**src/rtl/imem_fetch_ctrl_if.sv**
```systemverilog
// rtl/imem_fetch_ctrl_if.sv - fetch controller control, memory and decode-side bus
//
// Purpose: bundles the fetch controller's control inputs, its instruction
//          memory port and its decode-side valid/ready port.
// Signals:
//   en, redirect_valid, redirect_pc  control into the controller
//   imem_addr / imem_instr           combinational instruction memory port
//   out_valid / out_ready            decode handshake
//   out_instr / out_pc               queue head payload
// Modports:
//   master  the fetch controller
//   slave   the environment (memory, decode, branch unit)
interface imem_fetch_ctrl_if;
   logic        en;
   logic        redirect_valid;
   logic [31:0] redirect_pc;
   logic [31:0] imem_addr;
   logic [31:0] imem_instr;
   logic        out_valid;
   logic        out_ready;
   logic [31:0] out_instr;
   logic [31:0] out_pc;

   modport master (
      input  en, redirect_valid, redirect_pc, imem_instr, out_ready,
      output imem_addr, out_valid, out_instr, out_pc
   );

   modport slave (
      output en, redirect_valid, redirect_pc, imem_instr, out_ready,
      input  imem_addr, out_valid, out_instr, out_pc
   );
endinterface

```
**src/rtl/imem_fetch_ctrl.sv**
```systemverilog
// rtl/imem_fetch_ctrl.sv - instruction fetch sequencer with prefetch queue
//
// Purpose: owns the fetch PC, drives the combinational instruction memory,
//          captures {pc, instr} into a DEPTH-entry queue and presents the
//          head to decode. A redirect flushes the queue and reloads the PC.
// Ports:
//   clk      rising-edge clock
//   rst_n    asynchronous active-low reset
//   bus      imem_fetch_ctrl_if.master (control, memory port, decode port)
//   q_count  current queue occupancy (0..DEPTH)
module imem_fetch_ctrl #(
   parameter logic [31:0] RESET_PC = 32'h0000_0000,
   parameter int          DEPTH    = 4,
   localparam int         CNT_W    = $clog2(DEPTH) + 1
) (
   input  logic                 clk,
   input  logic                 rst_n,
   imem_fetch_ctrl_if.master    bus,
   output logic [CNT_W-1:0]     q_count
);

   localparam int               PTR_W       = $clog2(DEPTH);
   localparam logic [CNT_W-1:0] FULL_CNT    = CNT_W'(DEPTH);
   localparam logic [31:0]      RESET_PC_AL = {RESET_PC[31:2], 2'b00};

   logic [31:0]      fetch_pc;
   logic [PTR_W-1:0] head;
   logic [PTR_W-1:0] tail;
   logic [CNT_W-1:0] count;
   logic [31:0]      q_pc    [DEPTH];
   logic [31:0]      q_instr [DEPTH];

   logic head_valid;
   logic push;
   logic pop;

   // Head is hidden during a redirect so decode can never take a word
   // from the path being flushed.
   assign head_valid = (count != '0) & ~bus.redirect_valid;
   assign pop        = head_valid & bus.out_ready;
   // A pop in the same cycle frees the slot, so a full queue still streams.
   assign push       = bus.en & ~bus.redirect_valid & ((count < FULL_CNT) | pop);

   always_ff @(posedge clk or negedge rst_n) begin
      if (!rst_n) begin
         fetch_pc <= RESET_PC_AL;
         head     <= '0;
         tail     <= '0;
         count    <= '0;
         for (int i = 0; i < DEPTH; i++) begin
            q_pc[i]    <= '0;
            q_instr[i] <= '0;
         end
      end else if (bus.redirect_valid) begin
         fetch_pc <= {bus.redirect_pc[31:2], 2'b00};
         head     <= '0;
         tail     <= '0;
         count    <= '0;
      end else begin
         if (push) begin
            q_pc[tail]    <= fetch_pc;
            q_instr[tail] <= bus.imem_instr;
            tail          <= tail + PTR_W'(1);
            fetch_pc      <= fetch_pc + 32'd4;
         end
         if (pop) begin
            head <= head + PTR_W'(1);
         end
         if (push & ~pop) begin
            count <= count + CNT_W'(1);
         end else if (pop & ~push) begin
            count <= count - CNT_W'(1);
         end
      end
   end

   assign bus.imem_addr = fetch_pc;
   assign bus.out_valid = head_valid;
   assign bus.out_instr = q_instr[head];
   assign bus.out_pc    = q_pc[head];
   assign q_count       = count;

endmodule

```
**src/flat_wrapper.sv**
```systemverilog
// flat-port wrapper written by rule: the top's interface ports become plain ports
module imem_fetch_ctrl_flat 
#(
   parameter logic [31:0] RESET_PC = 32'h0000_0000,
   parameter int          DEPTH    = 4,
   localparam int         CNT_W    = $clog2(DEPTH) + 1
)
  (clk, rst_n, q_count, bus_en, bus_redirect_valid, bus_redirect_pc, bus_imem_instr, bus_out_ready, bus_imem_addr, bus_out_valid, bus_out_instr, bus_out_pc);
  imem_fetch_ctrl_if bus_i ();
  input  logic clk;
  input  logic rst_n;
  output logic [CNT_W-1:0] q_count;
  input wire logic [$bits(bus_i.en)-1:0] bus_en;
  input wire logic [$bits(bus_i.redirect_valid)-1:0] bus_redirect_valid;
  input wire logic [$bits(bus_i.redirect_pc)-1:0] bus_redirect_pc;
  input wire logic [$bits(bus_i.imem_instr)-1:0] bus_imem_instr;
  input wire logic [$bits(bus_i.out_ready)-1:0] bus_out_ready;
  output wire logic [$bits(bus_i.imem_addr)-1:0] bus_imem_addr;
  output wire logic [$bits(bus_i.out_valid)-1:0] bus_out_valid;
  output wire logic [$bits(bus_i.out_instr)-1:0] bus_out_instr;
  output wire logic [$bits(bus_i.out_pc)-1:0] bus_out_pc;
  assign bus_i.en = bus_en;
  assign bus_i.redirect_valid = bus_redirect_valid;
  assign bus_i.redirect_pc = bus_redirect_pc;
  assign bus_i.imem_instr = bus_imem_instr;
  assign bus_i.out_ready = bus_out_ready;
  assign bus_imem_addr = bus_i.imem_addr;
  assign bus_out_valid = bus_i.out_valid;
  assign bus_out_instr = bus_i.out_instr;
  assign bus_out_pc = bus_i.out_pc;
  imem_fetch_ctrl #(.RESET_PC(RESET_PC), .DEPTH(DEPTH)) u_core (.clk(clk), .rst_n(rst_n), .bus(bus_i), .q_count(q_count));
endmodule
```
**config.mk**
```make
export PLATFORM = sky130hd
export DESIGN_NAME = imem_fetch_ctrl_flat
export DESIGN_NICKNAME = d
export VERILOG_FILES = /design/src/rtl/imem_fetch_ctrl_if.sv /design/src/rtl/imem_fetch_ctrl.sv /design/src/flat_wrapper.sv
export SDC_FILE = /design/constraint.sdc
export NUM_CORES = 1
export LEC_CHECK = 0
export CAP_MARGIN = 15
export CORE_ASPECT_RATIO = 1.4
export CORE_MARGIN = 4
export CORE_UTILIZATION = 49
export CTS_CLUSTER_DIAMETER = 100
export DETAILED_ROUTE_END_ITERATION = 10
export PLACE_DENSITY = 0.8
export SYNTH_ARGS = -nofsm -noshare
export SYNTH_HDL_FRONTEND = slang
export SYNTH_SLANG_ARGS = --single-unit
```
**constraint.sdc**
```tcl
create_clock -name clk -period 1.75 [get_ports clk]
set_input_delay 0.35 -clock clk [delete_from_list [all_inputs] [get_ports clk]]
set_output_delay 0.35 -clock clk [all_outputs]
set_load 0.02 [all_outputs]
```
Word-level counts from Yosys, hierarchy flattened
Index checks and enable logic that the tools add are counted.

Bits of input ports: 69. ROM bits: 0. Memory bits (writable): 0. Memories: 0. Bits in latches: 0. Bits in registers: 295.

$mul: 0. Divide/modulo/power cells: 0. Muxes and demuxes: 19. Shifts and indexed selects: 0. Bitwise logic cells: 12. Magnitude comparators: 4. Equal/unequal tests: 0. $add $sub $neg: 5. Reductions and logical operators: 6.

Operators with widths (count): bitwise mux 128 bit (2); 2-to-1 mux 32 bit (7); binary-select mux 32 bit (select 2 bit) (2); demux 32 bit (select 2 bit) (1); adder 32 x 3 -> 32 bit, second input constant (1); 2-to-1 mux 3 bit (3); 2-to-1 mux 2 bit (4); AND 1 bit (6); >= comparator 3 bit, second input constant (2); inverter 2 -> 3 bit (2); nonzero test 3 bit (2); adder 2 x 1 -> 2 bit, second input constant (2); nonzero test 2 bit (2); adder 3 x 1 -> 3 bit, second input constant (1); less-than comparator 3 x 1 -> 1 bit, second input constant (1); less-than comparator 3 bit, second input constant (1); inverter 1 bit (3); subtractor 3 x 1 -> 3 bit, second input constant (1); AND reduction 2 bit (1); logical AND 1 bit (1); OR 1 bit (1).

Depth between registers and ports, before layout
Depth after elaboration: 10. Depth in mapped cells: 8. Mapped depth without buffers: 7.

Least setup slack after synthesis
OpenSTA, ideal clock, no wires.

Kind: register to register. From: register u_core.count[2] (netlist: u_core.q_count[2]). To: register u_core.count[1] (netlist: u_core.q_count[1]). Path buffers: 1. Stages on the path, launching flop included: 8. Arrival time: 1.851 ns. Required time: 1.679 ns. Library setup time: 0.071 ns. Period minus slack after synthesis: 1.923 ns. Path slack: -0.173 ns. Cell sequence: dfrtp_1 > buf_6 > nor3_1 > nor3b_1 > nor3_1 > fa_1 > mux2_2 > nor2_1.

Cells in the longest elaborated chain, start to end: 8. Elaborated cells on any way between the ends: 13.

Ends and longest elaborated chain: start, declared (line imem_fetch_ctrl.sv:29) `logic [CNT_W-1:0] count;`; start signal, assigned (line imem_fetch_ctrl.sv:70) `count <= count + CNT_W'(1);`; start signal, assigned (line imem_fetch_ctrl.sv:72) `count <= count - CNT_W'(1);`; nonzero test 3 bit (line imem_fetch_ctrl.sv:39) `assign head_valid = (count != '0) & ~bus.redirect_valid;`; AND 1 bit (line imem_fetch_ctrl.sv:39); AND 1 bit (line imem_fetch_ctrl.sv:40) `assign pop = head_valid & bus.out_ready;`; OR 1 bit (line imem_fetch_ctrl.sv:42) `assign push = bus.en & ~bus.redirect_valid & ((count < FULL_CNT) | pop);`; AND 1 bit (line imem_fetch_ctrl.sv:42); AND 1 bit / inverter 1 bit (equally long branches) (line imem_fetch_ctrl.sv:69, imem_fetch_ctrl.sv:71); 2-to-1 mux 3 bit / AND 1 bit (equally long branches) (line imem_fetch_ctrl.sv:69, imem_fetch_ctrl.sv:71); 2-to-1 mux 3 bit / nonzero test 3 bit (equally long branches).

Parallel ways exist; a longest one is shown, timed or not. A chain may end at the register's enable or synchronous reset.

Worst setup path after layout
From: register u_core.head[0]. To: output bus_out_pc[7].

Cells in the longest elaborated chain, start to end: 4.

Ends and longest elaborated chain: start, declared (line imem_fetch_ctrl.sv:27) `logic [PTR_W-1:0] head;`; start signal, assigned (line imem_fetch_ctrl.sv:67) `head <= head + PTR_W'(1);`; inverter 2 -> 3 bit (implied by the code) (line imem_fetch_ctrl.sv:80) `assign bus.out_pc = q_pc[head];`; binary-select mux 32 bit (select 2 bit) (line imem_fetch_ctrl.sv:80); 2-to-1 mux 32 bit (implied by the code) (2 in series) (line imem_fetch_ctrl.sv:80); end, declared (line flat_wrapper.sv:21) `output wire logic [$bits(bus_i.out_pc)-1:0] bus_out_pc;`.

Every way passes these cells. The select of a mux whose other input is x is not followed.

==> implementation parameters <==
Parameter                              Value

STA
  Worst rel slew slack    0.6510
  Worst clock skew on the final layout    between 20 and 25 ps
  Number of slew-limit violations in the final report    0
  Worst slew pin tran    523.5 ps
  Max Fclk    approximately 0.42 GHz
  Final critical-path share of the clock period    1.371
  Hold Fails Final Rpt    0
  Final worst path period need    between 2000 and 2500 ps
  Number of setup violations in the final report    around 330
  Final Worst Setup Slack    -648.6 ps
  Unrepaired setup endpoints after global routing    yes

Pwr
  Net switching power    8.044 mW
  Seq pwr share    0.387
  Portion of total power attributed to combinational logic    0.380
  P_int    between 15 and 20 mW
  Leakage Power    ~8.1 nW
  Cell Pwr Density    between 1000 and 1500 mW/mm^2
  Maximum vdd ir drop    approximately 0.00072 V
  Share of power burned in the clock network    0.233
  Switching portion of total power    0.3034
  Total chip power    between 20 and 30 mW

Floorplanning
  Core ar.    roughly 0.026 sq mm
  Die ar.    around 0.03 sq mm
  Rows    70
  Io pins    about 170
  Die extent in y    between 200 and 250 microns
  Die width    145.6 microns
  Initial core utilization    0.4975

Finish
  Most frequent cells in the layout    274 x sky130_fd_sc_hd__dfrtp_1, 237 x sky130_fd_sc_hd__mux2_2, 69 x sky130_fd_sc_hd__buf_4, 68 x sky130_fd_sc_hd__buf_6, 64 x sky130_fd_sc_hd__clkdlybuf4s50_1
  Core occupancy in the finished layout    0.6903
  Post-route cell area    about 0.018 sq mm
  Net count reported at finish    roughly 1.2k
  Count of placed standard cells in the final layout, fillers left out    about 1.5k
  Fraction of final layout cells with drive strength greater than 1    0.5589
  Area added between synthesis and finish    38.75%
  # diodes    0
  Commonest non-fill, non-tap cell in the layout    sky130_fd_sc_hd__dfrtp_1
  Fill cell count    1761

Critical path
  Slowest cell on crit path    sky130_fd_sc_hd__mux4_2
  Slowest stage delay, CP    550 ps
  Worst EP arrival    2050 ps
  Worst setup path startpoint    u_core.head[0]$_DFFE_PN0P_
  Critical path's most frequent cell    sky130_fd_sc_hd__buf_6
  Max Fanout on Critical Path    6
  Critical register-to-register path startpoint    u_core.q_count[2]$_DFFE_PN0P_
  Type of the worst setup path    reg2out
  Critical Path Start Type    register
  Data required time of the worst path    ~1400 ps
  Endpoint class of the critical path    output pin
  Crit-path cells    buf_6 -> buf_12 -> mux4_2 -> buf_6

Yosys
  Number of storage elements in the synthesis netlist    about 290
  Fraction of registers with async set or reset after synthesis    1.000
  Netlist area before placement    0.01298 sq mm
  Yosys warnings    0
  Syn Area/Cell    14.87 sq um
  Synthesized netlist cell count    between 800 and 900
  Commonest register cell after synthesis    sky130_fd_sc_hd__dfrtp_1
  Register area share after synthesis    0.5492
  Post-synth EDFFs    0
  Post-synth cell types    46

GRT
  Antenna violations before repair    0
  Largest net degree at the start of global routing    a little under 60
  Residual overflow from global routing    0
  Via count of the first global-routing pass    around 9k
  GRT Resource Usage Total    0.2139
  Global-route wire length before repair    50580 microns

Outcome
  Violated checks    setup timing
  Result of the run    finished with violations

Min path
  Min-delay src    bus_redirect_valid
  Worst hold path type    in2reg

Detailed routing
  Average detailed-routed wire length per instance    24.16 microns
  Routed wire length    approximately 36000 microns
  DR pass1 iterations    4
  DRC violation count after routing    0
  Final antenna-violating net count    0
  Via total after detailed routing    around 8.6k
  Count of routing violations after the opening detailed-route iteration    approximately 490
  Via density    between 5 and 6

Clock tree
  Worst-skew pair later-pin latency    between 500 and 600 ps
  Clock sink count    285
  CTS Buffer Depth    3
  Clock tree from TritonCTS    done
  CTS H-tree lvls    1
  Clk slew on worst S/H paths    approximately 60 ps
  Cell at the root of the clock tree    sky130_fd_sc_hd__clkbuf_16
  CTS buffer count    27

Place
  Estimated wirelength of the detail-placed design    around 21000 microns
  Post-DP Area    roughly 0.016 sq mm
  Port-buffer cells    roughly 160
  Final GP Congestion    approximately 0.87
  Placed insts    1397

Job
  MaxCap Viol Count    0
## power groups by stage
stage               registers, mW  logic, mW  clock network, mW
global placement             10.2       8.77                  0
finish                       10.3       10.1               6.17
global route                 10.5       10.7               6.57
floorplan                    9.93       5.60                  0
CTS                          10.2       9.04               6.26
detailed placement           10.3       8.98                  0
## cell families (layout without fill, tap and decap cells)
group / Yosys count / in the layout / synth area share
DFF: 285 / 285 / 0.5492
buffers and inverters: 72 / 371 / 0.02804
adders and majority gates: 6 / 6 / 0.006360
AOI/OAI and AO/OA: 44 / 44 / 0.01763
other: 1 / 4 / 0.0002888
muxes: 307 / 307 / 0.3207
and+or+nand+nor: 131 / 135 / 0.05955
xor gates and xnor gates: 27 / 27 / 0.01821
## final timing paths
check / end / slack, ps / cells past startpoint
max: bus_out_pc[7] / -650 / 4
min: u_core.q_count[1]$_DFFE_PN0P_ / 300 / 3
max reg2reg: u_core.q_instr[109]$_DFFE_PN0P_ / -340 / 9
min reg2reg: u_core.q_pc[120]$_DFFE_PN0P_ / 480 / 2
max in group asynchronous: u_core.bus.imem_addr[3]$_DFFE_PN0N_ / 770 / 3
min in group asynchronous: u_core.q_instr[69]$_DFFE_PN0P_ / 340 / 2
## timing repair
| action | 4_1_cts | 5_1_grt |
|---|---|---|
| endpoints found under the setup margin | 98 | 302 |
| hold buffers | 1 | 0 |
| gates resized for setup | 408 | 165 |
| endpoints found under the hold margin | 48 | 0 |
| gates cloned | 3 | 32 |
| buffers inserted | 11 | 10 |
| pin swaps | 2 | 29 |
## critical path: cells and delay by family, from the launching register on
family,cells,cell delay (ps)
mux,1,550
flops,1,500
buf+inv,3,450
## area by class of cell
cell class,count,area (sq um),area share
Sequential cell,285,7151,0.3969
Multi-Input combinational cell,523,5864,0.3255
Tap cell,324,405.4,0.02250
Inverter,9,33.78,0.001875
Timing Repair Buffer,312,3617,0.2008
Clock buffer,42,822.0,0.04563
Clock inverter,8,122.6,0.006806
## layer usage
metal	GRT usage	routed length, microns	up-vias
met5	0	0	-
met4	0.05872	729	0
met3	0.02981	1566	50
met2	0.3853	19580	276
met1	0.2717	14440	4542
li1	-	-	3770
## sequential cells by signal, indices dropped and copies added, names as in the netlist
register,count
u_core.bus.imem_addr,30
u_core.q_pc,120
u_core.q_count,3
u_core.q_instr,128
u_core.tail,2
u_core.head,2
## metrics by stage
step | setup slack (ps) | hold slack (ps) | setup TNS [ps]
6_report | -648.6 | 301.5 | -103260
4_1_cts | -674.9 | 244.3 | -38590
3_3_place_gp | -428.8 | 334.7 | -102120
2_1_floorplan | -68.56 | 54.41 | -2370
3_5_place_dp | -494.7 | 331.4 | -113700
5_1_grt | -683.5 | 291.1 | -114260
## Yosys cell counts, types with 3 or more instances
cell,n,area (sq um)
sky130_fd_sc_hd__nand2_2,4,25.02
sky130_fd_sc_hd__mux4_2,63,1419
sky130_fd_sc_hd__and3_1,3,18.77
sky130_fd_sc_hd__a31oi_1,3,18.77
sky130_fd_sc_hd__nor4_2,4,50.05
sky130_fd_sc_hd__ha_1,5,62.56
sky130_fd_sc_hd__xor2_1,13,113.9
sky130_fd_sc_hd__and4_1,3,26.28
sky130_fd_sc_hd__or3_1,4,25.02
sky130_fd_sc_hd__nand3_2,3,30.03
sky130_fd_sc_hd__o21ai_0,33,165.2
sky130_fd_sc_hd__inv_1,8,30.03
sky130_fd_sc_hd__nor3_1,3,15.01
sky130_fd_sc_hd__nor2_1,16,60.06
sky130_fd_sc_hd__nand2_1,51,191.4
sky130_fd_sc_hd__buf_4,8,60.06
sky130_fd_sc_hd__nand3_1,17,85.08
sky130_fd_sc_hd__dfrtp_1,285,7132
sky130_fd_sc_hd__nand4_1,8,50.05
sky130_fd_sc_hd__buf_2,38,190.2
sky130_fd_sc_hd__buf_1,4,15.01
sky130_fd_sc_hd__mux2_2,242,2725
sky130_fd_sc_hd__xnor2_1,14,122.6
sky130_fd_sc_hd__clkbuf_1,10,37.54
sky130_fd_sc_hd__o21ai_1,5,25.02
No activity file was read; power rests on OpenSTA's default activity.
